**src/rtl/ll_pkg.sv**
```systemverilog
// Shared definitions for the LocalLink RX framer: FSM state encoding, REM
// byte-valid masks and the default frame layout.
package ll_pkg;

  typedef enum logic [1:0] {
    ST_IDLE    = 2'd0,
    ST_HEAD    = 2'd1,
    ST_PAYLOAD = 2'd2,
    ST_FOOT    = 2'd3
  } ll_state_t;

  // Active-low byte-valid masks on the last payload word.
  localparam logic [3:0] REM_4B = 4'b0000;
  localparam logic [3:0] REM_3B = 4'b0001;
  localparam logic [3:0] REM_2B = 4'b0011;
  localparam logic [3:0] REM_1B = 4'b0111;
  localparam logic [3:0] REM_0B = 4'b1111;

  localparam int DEF_HDR_WORDS = 8;
  localparam int DEF_FTR_WORDS = 8;
  localparam int DEF_FLAG_IDX  = 4;
  localparam int DEF_LEN_IDX   = 5;

  // Valid bytes on a last word = number of zero bits in the mask.
  function automatic logic [31:0] rem_bytes(input logic [3:0] rem);
    logic [31:0] n;
    case (rem)
      REM_4B:  n = 32'd4;
      REM_3B:  n = 32'd3;
      REM_2B:  n = 32'd2;
      REM_1B:  n = 32'd1;
      REM_0B:  n = 32'd0;
      default: begin
        n = 32'd0;
        for (int i = 0; i < 4; i++) begin
          if (!rem[i]) n = n + 32'd1;
        end
      end
    endcase
    return n;
  endfunction

endpackage

```
**src/rtl/ll_rx_framer.sv**
```systemverilog
// Wraps a payload stream from the compression core into a LocalLink RX frame:
// fixed header, pass-through payload, footer carrying the flag and byte count.
//
// state   | meaning
// --------+-----------------------------------------------------------
// IDLE    | no frame; waits for s_valid, then latches s_flag
// HEAD    | emits HDR_WORDS header words (SOF on word 0, flag word)
// PAYLOAD | passes s_data through, counts bytes, SOP/EOP framing
// FOOT    | emits FTR_WORDS footer words (flag, byte count, EOF on last)
module ll_rx_framer
  import ll_pkg::*;
#(
  parameter int HDR_WORDS = DEF_HDR_WORDS,
  parameter int FTR_WORDS = DEF_FTR_WORDS,
  parameter int FLAG_IDX  = DEF_FLAG_IDX,
  parameter int LEN_IDX   = DEF_LEN_IDX
) (
  input  logic        CPMDMALLCLK,
  input  logic        rst_n,
  input  logic [31:0] s_data,
  input  logic [3:0]  s_rem,
  input  logic        s_last,
  input  logic        s_valid,
  output logic        s_ready,
  input  logic [31:0] s_flag,
  output logic [31:0] LLDMARXD,
  output logic [3:0]  LLDMARXREM,
  output logic        LLDMARXSOFN,
  output logic        LLDMARXEOFN,
  output logic        LLDMARXSOPN,
  output logic        LLDMARXEOPN,
  output logic        LLDMARXSRCRDYN,
  input  logic        DMALLRXDSTRDYN,
  output logic        frame_done,
  output logic [31:0] byte_count
);

  localparam logic [2:0] HDR_LAST = 3'(HDR_WORDS - 1);
  localparam logic [2:0] FTR_LAST = 3'(FTR_WORDS - 1);
  localparam logic [2:0] FLAG_I   = 3'(FLAG_IDX);
  localparam logic [2:0] LEN_I    = 3'(LEN_IDX);

  ll_state_t   state_q, state_d;
  logic [2:0]  idx_q;
  logic [31:0] flag_q;
  logic [31:0] byte_count_q;
  logic        sop_pend_q;
  logic        frame_done_q;
  logic        xfer;

  assign xfer       = ~LLDMARXSRCRDYN & ~DMALLRXDSTRDYN;
  assign frame_done = frame_done_q;
  assign byte_count = byte_count_q;

  always_ff @(posedge CPMDMALLCLK or negedge rst_n) begin
    if (!rst_n) state_q <= ST_IDLE;
    else        state_q <= state_d;
  end

  always_comb begin
    state_d = state_q;
    unique case (state_q)
      ST_IDLE:    if (s_valid) state_d = ST_HEAD;
      ST_HEAD:    if (xfer && idx_q == HDR_LAST) state_d = ST_PAYLOAD;
      ST_PAYLOAD: if (xfer && s_last) state_d = ST_FOOT;
      ST_FOOT:    if (xfer && idx_q == FTR_LAST) state_d = ST_IDLE;
      default:    state_d = ST_IDLE;
    endcase
  end

  // Index, latched flag, byte counter and SOP tracking advance only on transfers.
  always_ff @(posedge CPMDMALLCLK or negedge rst_n) begin
    if (!rst_n) begin
      idx_q        <= 3'd0;
      flag_q       <= 32'd0;
      byte_count_q <= 32'd0;
      sop_pend_q   <= 1'b0;
      frame_done_q <= 1'b0;
    end else begin
      frame_done_q <= (state_q == ST_FOOT) && xfer && (idx_q == FTR_LAST);
      unique case (state_q)
        ST_IDLE: begin
          if (s_valid) begin
            flag_q       <= s_flag;
            byte_count_q <= 32'd0;
            idx_q        <= 3'd0;
          end
        end
        ST_HEAD: begin
          if (xfer) begin
            if (idx_q == HDR_LAST) begin
              idx_q      <= 3'd0;
              sop_pend_q <= 1'b1;
            end else begin
              idx_q <= idx_q + 3'd1;
            end
          end
        end
        ST_PAYLOAD: begin
          if (xfer) begin
            byte_count_q <= byte_count_q + (s_last ? rem_bytes(s_rem) : 32'd4);
            sop_pend_q   <= 1'b0;
            if (s_last) idx_q <= 3'd0;
          end
        end
        ST_FOOT: begin
          if (xfer) begin
            if (idx_q == FTR_LAST) idx_q <= 3'd0;
            else                   idx_q <= idx_q + 3'd1;
          end
        end
        default: idx_q <= 3'd0;
      endcase
    end
  end

  always_comb begin
    s_ready        = 1'b0;
    LLDMARXD       = 32'd0;
    LLDMARXREM     = REM_4B;
    LLDMARXSOFN    = 1'b1;
    LLDMARXEOFN    = 1'b1;
    LLDMARXSOPN    = 1'b1;
    LLDMARXEOPN    = 1'b1;
    LLDMARXSRCRDYN = 1'b1;
    unique case (state_q)
      ST_IDLE: ;
      ST_HEAD: begin
        LLDMARXSRCRDYN = 1'b0;
        LLDMARXSOFN    = (idx_q != 3'd0);
        if (idx_q == FLAG_I) LLDMARXD = flag_q;
      end
      ST_PAYLOAD: begin
        LLDMARXD       = s_data;
        LLDMARXSRCRDYN = ~s_valid;
        s_ready        = ~DMALLRXDSTRDYN;
        LLDMARXSOPN    = ~sop_pend_q;
        LLDMARXEOPN    = ~s_last;
        if (s_last) LLDMARXREM = s_rem;
      end
      ST_FOOT: begin
        LLDMARXSRCRDYN = 1'b0;
        LLDMARXEOFN    = (idx_q != FTR_LAST);
        if (idx_q == FLAG_I)     LLDMARXD = flag_q;
        else if (idx_q == LEN_I) LLDMARXD = byte_count_q;
      end
      default: ;
    endcase
  end

endmodule

```
**config.mk**
```make
export PLATFORM = sky130hd
export DESIGN_NAME = ll_rx_framer
export DESIGN_NICKNAME = d
export VERILOG_FILES = /design/src/rtl/ll_pkg.sv /design/src/rtl/ll_rx_framer.sv
export SDC_FILE = /design/constraint.sdc
export NUM_CORES = 1
export LEC_CHECK = 0
export BUFFER_PORTS_ARGS = -buffer_cell sky130_fd_sc_hd__buf_4
export CORE_MARGIN = 5
export CORE_UTILIZATION = 30
export DETAILED_ROUTE_END_ITERATION = 7
export PLACE_DENSITY = 0.65
export SYNTH_ARGS = -nofsm -noshare
export SYNTH_HDL_FRONTEND = slang
export SYNTH_SLANG_ARGS = --single-unit
```
**constraint.sdc**
```tcl
create_clock -name CPMDMALLCLK -period 6.4 [get_ports CPMDMALLCLK]
set_input_delay 0 -clock CPMDMALLCLK [delete_from_list [all_inputs] [get_ports CPMDMALLCLK]]
set_output_delay 0 -clock CPMDMALLCLK [all_outputs]
set_load 0.02 [all_outputs]
```
After elaboration in Yosys (flattened, before gate mapping):

Cells that the tools add are included.

* register bits after elaboration: 71

* reductions and logical operators: 16
* $add $sub $neg: 5
* bitwise logic cells: 6
* mux-type cells: 47
* equality and inequality tests: 20

Operators with widths (number)
* 2-to-1 mux 32 bit: 20
* one-hot mux 32 bit (5 select lines): 1
* adder 32 x 1 -> 32 bit, second input constant: 3
* one-hot mux 32 bit (3 select lines): 1
* one-hot mux 32 bit (2 select lines): 1
* adder 32 bit: 1
* inequality test 2 bit, second input constant: 8
* 2-to-1 mux 3 bit: 5
* AND reduction 4 bit: 3
* equality test 3 bit, second input constant: 3
* 2-to-1 mux 1 bit: 9
* one-hot mux 3 bit (3 select lines): 1
* 2-to-1 mux 2 bit: 4
* 2-to-1 mux 4 bit: 2
* one-hot mux 2 bit (4 select lines): 1
* NOT 1 bit: 5
* OR reduction 5 bit: 1
* equality test 2 bit, second input constant: 2
* equality test 4 x 1 -> 1 bit, second input constant: 1
* equality test 4 x 2 -> 1 bit, second input constant: 1
* equality test 4 x 3 -> 1 bit, second input constant: 1
* equality test 4 bit, second input constant: 1
* logical AND 1 bit: 4
* zero test 4 bit: 1
* 12 further kinds: 14

Longest topological paths before layout:

Gate-level depths: netlist (run 1).

* depth in word-level cells: 26
* depth in mapped cells: 15
* mapped depth without buffers: 15

Worst setup path before layout (run 1):

OpenSTA, ideal clock, no wires.

* kind: input to register
* start: input port s_rem[0]
* end: register byte_count_q[18] (netlist: byte_count[18])
* setup time: 0.078 ns
* required time: 6.322 ns
* setup slack: 3.642 ns
* stages on the path: 14
* data arrival time: 2.681 ns
* path through: inv_1 -> ha_1 -> xnor2_1 -> xnor2_1 -> nor2_1 -> nor3_1 -> ha_1 -> inv_1 -> fa_1 -> nand2b_1 -> a21oi_2 -> nand4_1 -> or3_1 -> a21oi_1

* cells in the longest elaborated chain, start to end: 23

RTL lines
* start, declared: RTL line ll_rx_framer.sv:21 `input logic [3:0] s_rem,`
* 2-to-1 mux 1 bit: RTL line ll_pkg.sv:36 `if (!rem[i]) n = n + 32'd1;`
* 2-to-1 mux 32 bit: RTL line ll_pkg.sv:27 `case (rem)`
* 2-to-1 mux 32 bit: RTL line ll_rx_framer.sv:100 `if (xfer) begin`
* 2-to-1 mux 32 bit: RTL line ll_rx_framer.sv:81 `unique case (state_q)`
* adder 32 x 1 -> 32 bit: RTL line ll_pkg.sv:36
* 2-to-1 mux 32 bit: RTL line ll_pkg.sv:36
* 2-to-1 mux 32 bit: RTL line ll_pkg.sv:27
* 2-to-1 mux 32 bit: RTL line ll_rx_framer.sv:100
* (+7 left out)
* 2-to-1 mux 32 bit: RTL line ll_pkg.sv:36
* one-hot mux 32 bit (5 select lines) (*): RTL line ll_pkg.sv:27
* 2-to-1 mux 32 bit (*): RTL line ll_rx_framer.sv:100
* 2-to-1 mux 32 bit (*): RTL line ll_rx_framer.sv:81
* 2-to-1 mux 32 bit (*): RTL line ll_rx_framer.sv:101 `byte_count_q <= byte_count_q + (s_last ? rem_bytes(s_rem) : 32'd4);`
* adder 32 bit (*): RTL line ll_rx_framer.sv:101
* 2-to-1 mux 32 bit (*): RTL line ll_rx_framer.sv:100
* one-hot mux 32 bit (2 select lines) (*): RTL line ll_rx_framer.sv:81
* end signal, assigned: RTL line ll_rx_framer.sv:101
* end, declared: RTL line ll_rx_framer.sv:46 `logic [31:0] byte_count_q;`

Mark *: on every way between the ends. The rest lies on a longest branch, timed or not. The select of a mux whose other input is x is not followed.
A chain may end at the register's enable or synchronous reset.

Worst setup path after layout (run 1):

* start: register state_q[0]
* end: register byte_count_q[26] (netlist: byte_count[26])

* cells in the longest elaborated chain, start to end: 7

RTL lines
* start, declared: RTL line ll_rx_framer.sv:43 `ll_state_t state_q, state_d;`
* start signal, assigned: RTL line ll_rx_framer.sv:57 `else state_q <= state_d;`
* equality test 2 bit or equality test 2 x 1 -> 1 bit (tied branches): RTL line ll_rx_framer.sv:126 `unique case (state_q)`
* OR reduction 2 bit (no line)
* one-hot mux 1 bit (2 select lines): RTL line ll_rx_framer.sv:126
* NOT 1 bit: RTL line ll_rx_framer.sv:51 `assign xfer = ~LLDMARXSRCRDYN & ~DMALLRXDSTRDYN;`
* bitwise AND 1 bit: RTL line ll_rx_framer.sv:51
* inequality test 2 bit (no line)
* AND reduction 3 bit (no line)

Parallel ways exist; a longest one is shown, timed or not.

==> flow_metrics.env, run 1 <==
export IMPL_hp_class="in2reg"
export IMPL_setup_viol=0
export IMPL_synthMuxAreaShare_pct=9.82
export IMPL_via_per_inst=5.26
export IMPL_synthDistinctLibCells=46
export IMPL_fmax_ghz=0.294
export IMPL_grt_pass1_vias=4179
export IMPL_worstMarginPinSlew_ps=1120
export IMPL_syn_nets=518
export IMPL_slew_headroom_pct=25.3
export IMPL_cts_setup_buffers=0
export IMPL_synthesis_area_sq_um=4190
export IMPL_cts_buffers=9
export IMPL_coreArea_sq_um=13800
export IMPL_syn_instance_count=425
export IMPL_period_needed_ps=3400
export IMPL_clk_latency_ps=340
export IMPL_max_cap_viol_count=0
export IMPL_layout_commonest_cell="buf_4"
export IMPL_grt_ovfl_total=0
export IMPL_yosys_area_share_simple_pct=18.3
export IMPL_crit_family="compound AO/OA/AOI/OAI gates"
export IMPL_rows=43
export IMPL_synth_top_family_by_area="simple AND/OR/NAND/NOR gates"
export IMPL_nFillCells=1337
export IMPL_synth_xor_area_share_pct=5.64
export IMPL_fin_util_pct=44.4
export IMPL_routed_wl_met2_um=6910
export IMPL_ys_seq_elements=71
export IMPL_power_density_nw_per_um2=358
export IMPL_drc=4
export IMPL_portBuffers=147
export IMPL_htreeDepth=3
export IMPL_ios=148
export IMPL_ys_seq_area_share_pct=42.4
export IMPL_cts_tree="yes"
export IMPL_drive_above_1_share_pct=34.6
export IMPL_vias=4101
export IMPL_required_ps=6650
export IMPL_postLayoutCellArea_sq_um=6120
export IMPL_avgSynthCellArea_sq_um=9.87
export IMPL_place_area_sq_um=5450
export IMPL_place_congestion=0.863
export IMPL_wl_met3_um=1150
export IMPL_p_leak_nw=2.89
export IMPL_final_antenna_net_count=0
export IMPL_cts_sinks=71
export IMPL_tns_ps=0
export IMPL_maxUsedRoutingLayer="met4"
export IMPL_antenna_found_initial=0
export IMPL_final_max_slew_viol_count=0
export IMPL_cpPeakStageDelay_ps=1030
export IMPL_path_class="reg2reg"
export IMPL_postRouteWirelength_um=13700
export IMPL_layout_common_cells="buf_4, dfrtp_1, nor2_1"
export IMPL_first_pass_iters=8
export IMPL_synth_ff_type="dfrtp_1"
export IMPL_startpoint_type="flip-flop"
export IMPL_p_total_w=0.00219
export IMPL_dieArea_sq_um=16400
export IMPL_synthArstFlopShare_pct=100
export IMPL_clock_tree_root_cell="clkbuf_16"
export IMPL_synthAdderAreaFrac_pct=6.15
export IMPL_num_antenna_cells=0
export IMPL_end_kind="flip-flop"
export IMPL_violations="design-rule violations"
export IMPL_grt_use_total_pct=16.5
export IMPL_area_sequential_sq_um=1780
export IMPL_hpwl_um=9530
export IMPL_wl_met1_um=5450
export IMPL_finalNetCount=687
export IMPL_status="finished with violations"
export IMPL_cp_cell_sequence="inv_1 -> ha_2 -> nor2_2 -> a2111oi_4 -> nand3_4 -> or3_1 -> a21oi_1"
export IMPL_synth_compound_area_share_pct=13.5
export IMPL_synth_edff_count=0
export IMPL_wl_per_cell_um=17.6
export IMPL_drtIter0Drc=401
export IMPL_critical_path_slowest_cell="a2111oi_4"
export IMPL_cp_max_fo=46
export IMPL_holdWs_ps=217
export IMPL_path_clk_slew_ps=60
export IMPL_area_delta_synth_final_pct=46.0
export IMPL_synth_warnings=0
export IMPL_rsz0062_at_grt="false"
export IMPL_finalCritPeriodShare_pct=53.1
export IMPL_fin_skew_ps=7.02
export IMPL_cts_resized=0
export IMPL_cts_hold_buf=35
export IMPL_hold_viol_final=0
export IMPL_ir_worst_vdd_uv=161
export IMPL_fp_dieW_um=128
export IMPL_path_buf_inv=1
export IMPL_multiInputGateArea_sq_um=2250
export IMPL_initial_utilization_pct=30.4
export IMPL_die_h_um=128
export IMPL_worstPathArrival_ps=3650
export IMPL_cts_buffer_depth=2
export IMPL_grt_pass1_wl_um=21400
export IMPL_grt_max_degree=72
==> cells in the mapped netlist (2+ instances only) <==
cell      instances  share of area [%]
and4_1            6                1.3
nand3_1          10                1.2
nand2b_1          2               0.30
a21o_1            2               0.36
or3_1             5               0.75
a211oi_1          2               0.36
nand4_1          14                2.1
or2_2             2               0.30
xor2_1           21                4.4
dfrtp_1          71                 42
a222oi_1         32                7.6
buf_4             2               0.36
nand2_1          21                1.9
buf_1             4               0.36
nor2b_1           4               0.60
nor3_1            5               0.60
nor2_1           70                6.3
nor4_1            2               0.30
clkbuf_1         21                1.9
o31ai_1           2               0.36
mux2_2           33                8.9
mux2i_1           4               0.95
inv_1            15                1.3
xnor2_1           6                1.3
a21oi_1           9                1.1
and3_1           10                1.5
ha_1             19                5.7
o21ai_0          13                1.6
==> flip-flops by register name, summed over array words and instances, names as in the netlist <==
register    cells
idx_q           3
state_q         2
byte_count     32
frame_done      1
flag_q         32
sop_pend_q      1
==> cells by family (layout without fill, tap and decap cells) <==
kind of cell               Yosys count  count (layout)
and+or+nand+nor                    157             157
DFF                                 71              71
AOI/OAI and AO/OA                   69              69
buffers and inverters               43             217
muxes                               37              37
xor gates and xnor gates            27              27
adders and majority gates           20              20
other                                1               1
==> worst register-to-register path: cells and delay by family (launching register included) <==
kind,cells,cell delay [ps]
adders and majority gates,1,900
and+or+nand+nor,3,690
buffers and inverters,1,140
DFF,1,400
AOI/OAI and AO/OA,2,1180
==> power breakdown <==
group | leakage, nW | switching, W | internal (W)
clock | 0.160 | 0.000191 | 0.000362
combinational | 1.82 | 0.000530 | 0.000428
sequential | 0.910 | 0.0000938 | 0.000584
==> path summary, 6_finish.rpt <==
check | to | startpoint | slack (ps) | cells past startpoint
min | byte_count[1] | s_last | 220 | 4
max reg2reg | byte_count[26] | state_q[0] | 3000 | 7
max | byte_count[26] | state_q[0] | 3000 | 7
min in group asynchronous | flag_q[16] | rst_n | 350 | 2
min reg2reg | flag_q[24] | flag_q[24] | 510 | 1
max in group asynchronous | flag_q[21] | rst_n | 5430 | 2
==> final cells by class <==
class,count,area share [%]
sequential,71,29.0
inverter,15,0.920
clock inverter,3,1.06
clock buffer,13,4.25
multi-input combinational,311,36.8
timing repair buffer,186,24.2
tap,180,3.68
==> through the flow <==
step | setup slack, ps | cells
global route | 2760 | 779
floorplan | 3640 | 425
CTS | 3010 | 779
finish | 3000 | 779
detailed placement | 3030 | 728
global placement | 3150 | 728
==> per-layer routing <==
layer	GRT usage (%)	up-vias
met5	0	-
met1	19.3	2010
met2	28.9	172
li1	-	1901
met4	4.49	0
met3	5.21	18
No activity file was read; power rests on OpenSTA's default activity.
==> run 2: changes to the inputs <==
clock period = 3.4 ns   (was 6.4 ns; I/O delays follow)
==> run 2 against run 1 <==
The flow now finishes without violations. Sequential share of layout area is 0.071 points higher. Worst hold slack better by 15 ps. Combinational power is 90% higher. First-iteration DRC count is 18% lower. Critical path depth stayed put. Sequential cell count stayed put. Routed wire length is 2.4% lower. Design area is 0.25% lower. Clock skew is 1.2 ps lower. Total power is 80% higher. Final cell count is 0.77% higher. Sequential power is 87% higher. Critical endpoint is now byte_count[24]. Largest cell class unchanged. Largest power group unchanged.
==> flow_metrics.env, run 2 (synthesis results as in run 1) <==
export IMPL_end_kind="flip-flop"
export IMPL_setup_ws_ps=589
export IMPL_clk_latency_ps=340
export IMPL_wl_per_cell_um=17.1
export IMPL_ios=148
export IMPL_drc=0
export IMPL_p_leak_nw=2.89
export IMPL_area_delta_synth_final_pct=45.6
export IMPL_status="completed"
export IMPL_final_antenna_net_count=0
export IMPL_holdWs_ps=232
export IMPL_coreArea_sq_um=13800
export IMPL_layout_common_cells="buf_4, dfrtp_1, nor2_1"
export IMPL_fp_dieW_um=128
export IMPL_via_per_inst=5.17
export IMPL_max_cap_viol_count=0
export IMPL_path_class="reg2reg"
export IMPL_grt_pass1_vias=4246
export IMPL_clock_tree_root_cell="clkbuf_16"
export IMPL_fin_skew_ps=5.80
export IMPL_htreeDepth=3
export IMPL_setup_viol=0
export IMPL_slew_headroom_pct=37.3
export IMPL_die_h_um=128
export IMPL_period_needed_ps=2810
export IMPL_final_max_slew_viol_count=0
export IMPL_worstPathArrival_ps=3070
export IMPL_rrSetupSlack_ps=590
export IMPL_grt_pass1_wl_um=21300
export IMPL_vias=4062
export IMPL_worstMarginPinSlew_ps=941
export IMPL_cp_max_fo=25
export IMPL_finalCritPeriodShare_pct=82.7
export IMPL_cts_tree="yes"
export IMPL_antenna_found_initial=0
export IMPL_first_pass_iters=7
export IMPL_postRouteWirelength_um=13400
export IMPL_cts_sinks=71
export IMPL_hpwl_um=9600
export IMPL_power_density_nw_per_um2=646
export IMPL_rsz0062_at_grt="false"
export IMPL_portBuffers=147
export IMPL_finalNetCount=693
export IMPL_place_congestion=0.821
export IMPL_grt_use_total_pct=16.3
export IMPL_num_antenna_cells=0
export IMPL_drtIter0Drc=329
export IMPL_path_clk_slew_ps=60
export IMPL_hp_class="in2reg"
export IMPL_layout_commonest_cell="buf_4"
export IMPL_grt_max_degree=72
export IMPL_rows=43
export IMPL_required_ps=3650
export IMPL_pre_cts_slack_ps=415
export IMPL_fmax_ghz=0.356
export IMPL_grt_ovfl_total=0
export IMPL_dieArea_sq_um=16400
export IMPL_initial_utilization_pct=30.4
export IMPL_drive_above_1_share_pct=35.5
export IMPL_startpoint_type="flip-flop"
export IMPL_cts_resized=0
export IMPL_hold_viol_final=0
export IMPL_cts_buffer_depth=2
export IMPL_cts_buffers=9
export IMPL_ir_worst_vdd_uv=253
export IMPL_tns_ps=0
[run 2: critical path, cell delays in order, from the launching register on]
cell       delay (ps)
dfrtp_1           400
inv_1             130
ha_2              580
nor2_2            150
a2111oi_4         810
nand3_4           170
or3_1             340
a21oi_1           150
[run 2: power breakdown]
| group | switching, W | internal, W | total [W] |
|---|---|---|---|
| combinational | 0.00100 | 0.000822 | 0.00182 |
| sequential | 0.000167 | 0.00110 | 0.00127 |
| clock | 0.000369 | 0.000487 | 0.000855 |
[run 2: per-stage QoR]
step / utilization [%] / total power, W / instance area (sq um) / std cells
after floorplan: - / 0.00241 / 4190 / 425
after global routing: 44.3 / 0.00420 / 6110 / 785
final: 44.3 / 0.00394 / 6110 / 785
after CTS: 44.3 / 0.00398 / 6110 / 785
after detailed placement: 39.9 / 0.00308 / 5490 / 734
after global placement: 39.9 / 0.00303 / 5490 / 734
[run 2: path summary, 6_finish.rpt]
kind	from	to	cells after the start
max	state_q[0]	byte_count[24]	7
min in group asynchronous	rst_n	flag_q[16]	2
min	s_last	byte_count[1]	4
min reg2reg	flag_q[9]	flag_q[9]	1
max reg2reg	state_q[0]	byte_count[24]	7
max in group asynchronous	rst_n	flag_q[11]	2
[run 2: cell type report]
type	count	area (sq um)
Clock inverter	7	40.0
Multi-Input combinational cell	311	2250
Tap cell	180	225
Sequential cell	71	1780
Fill cell	1333	7670
Inverter	15	56.3
Timing Repair Buffer	192	1530
Clock buffer	9	225
[run 2: metal layers]
metal  up-vias  GRT usage (%)  wire length (um)  share of wire (%)
met4         0           7.24               244                1.8
met2       161           27.1              6600                 49
met1      1966           20.5              5650                 42
li1       1913              -                 -                  -
met5         -              0                 0                  0
met3        22           3.17               899                6.7
[run 2: timing repair]
action / 4_1_cts / 5_1_grt
endpoints found under the hold margin: 106 / 0
setup buffers: 0 / 0
hold buffers: 35 / 0
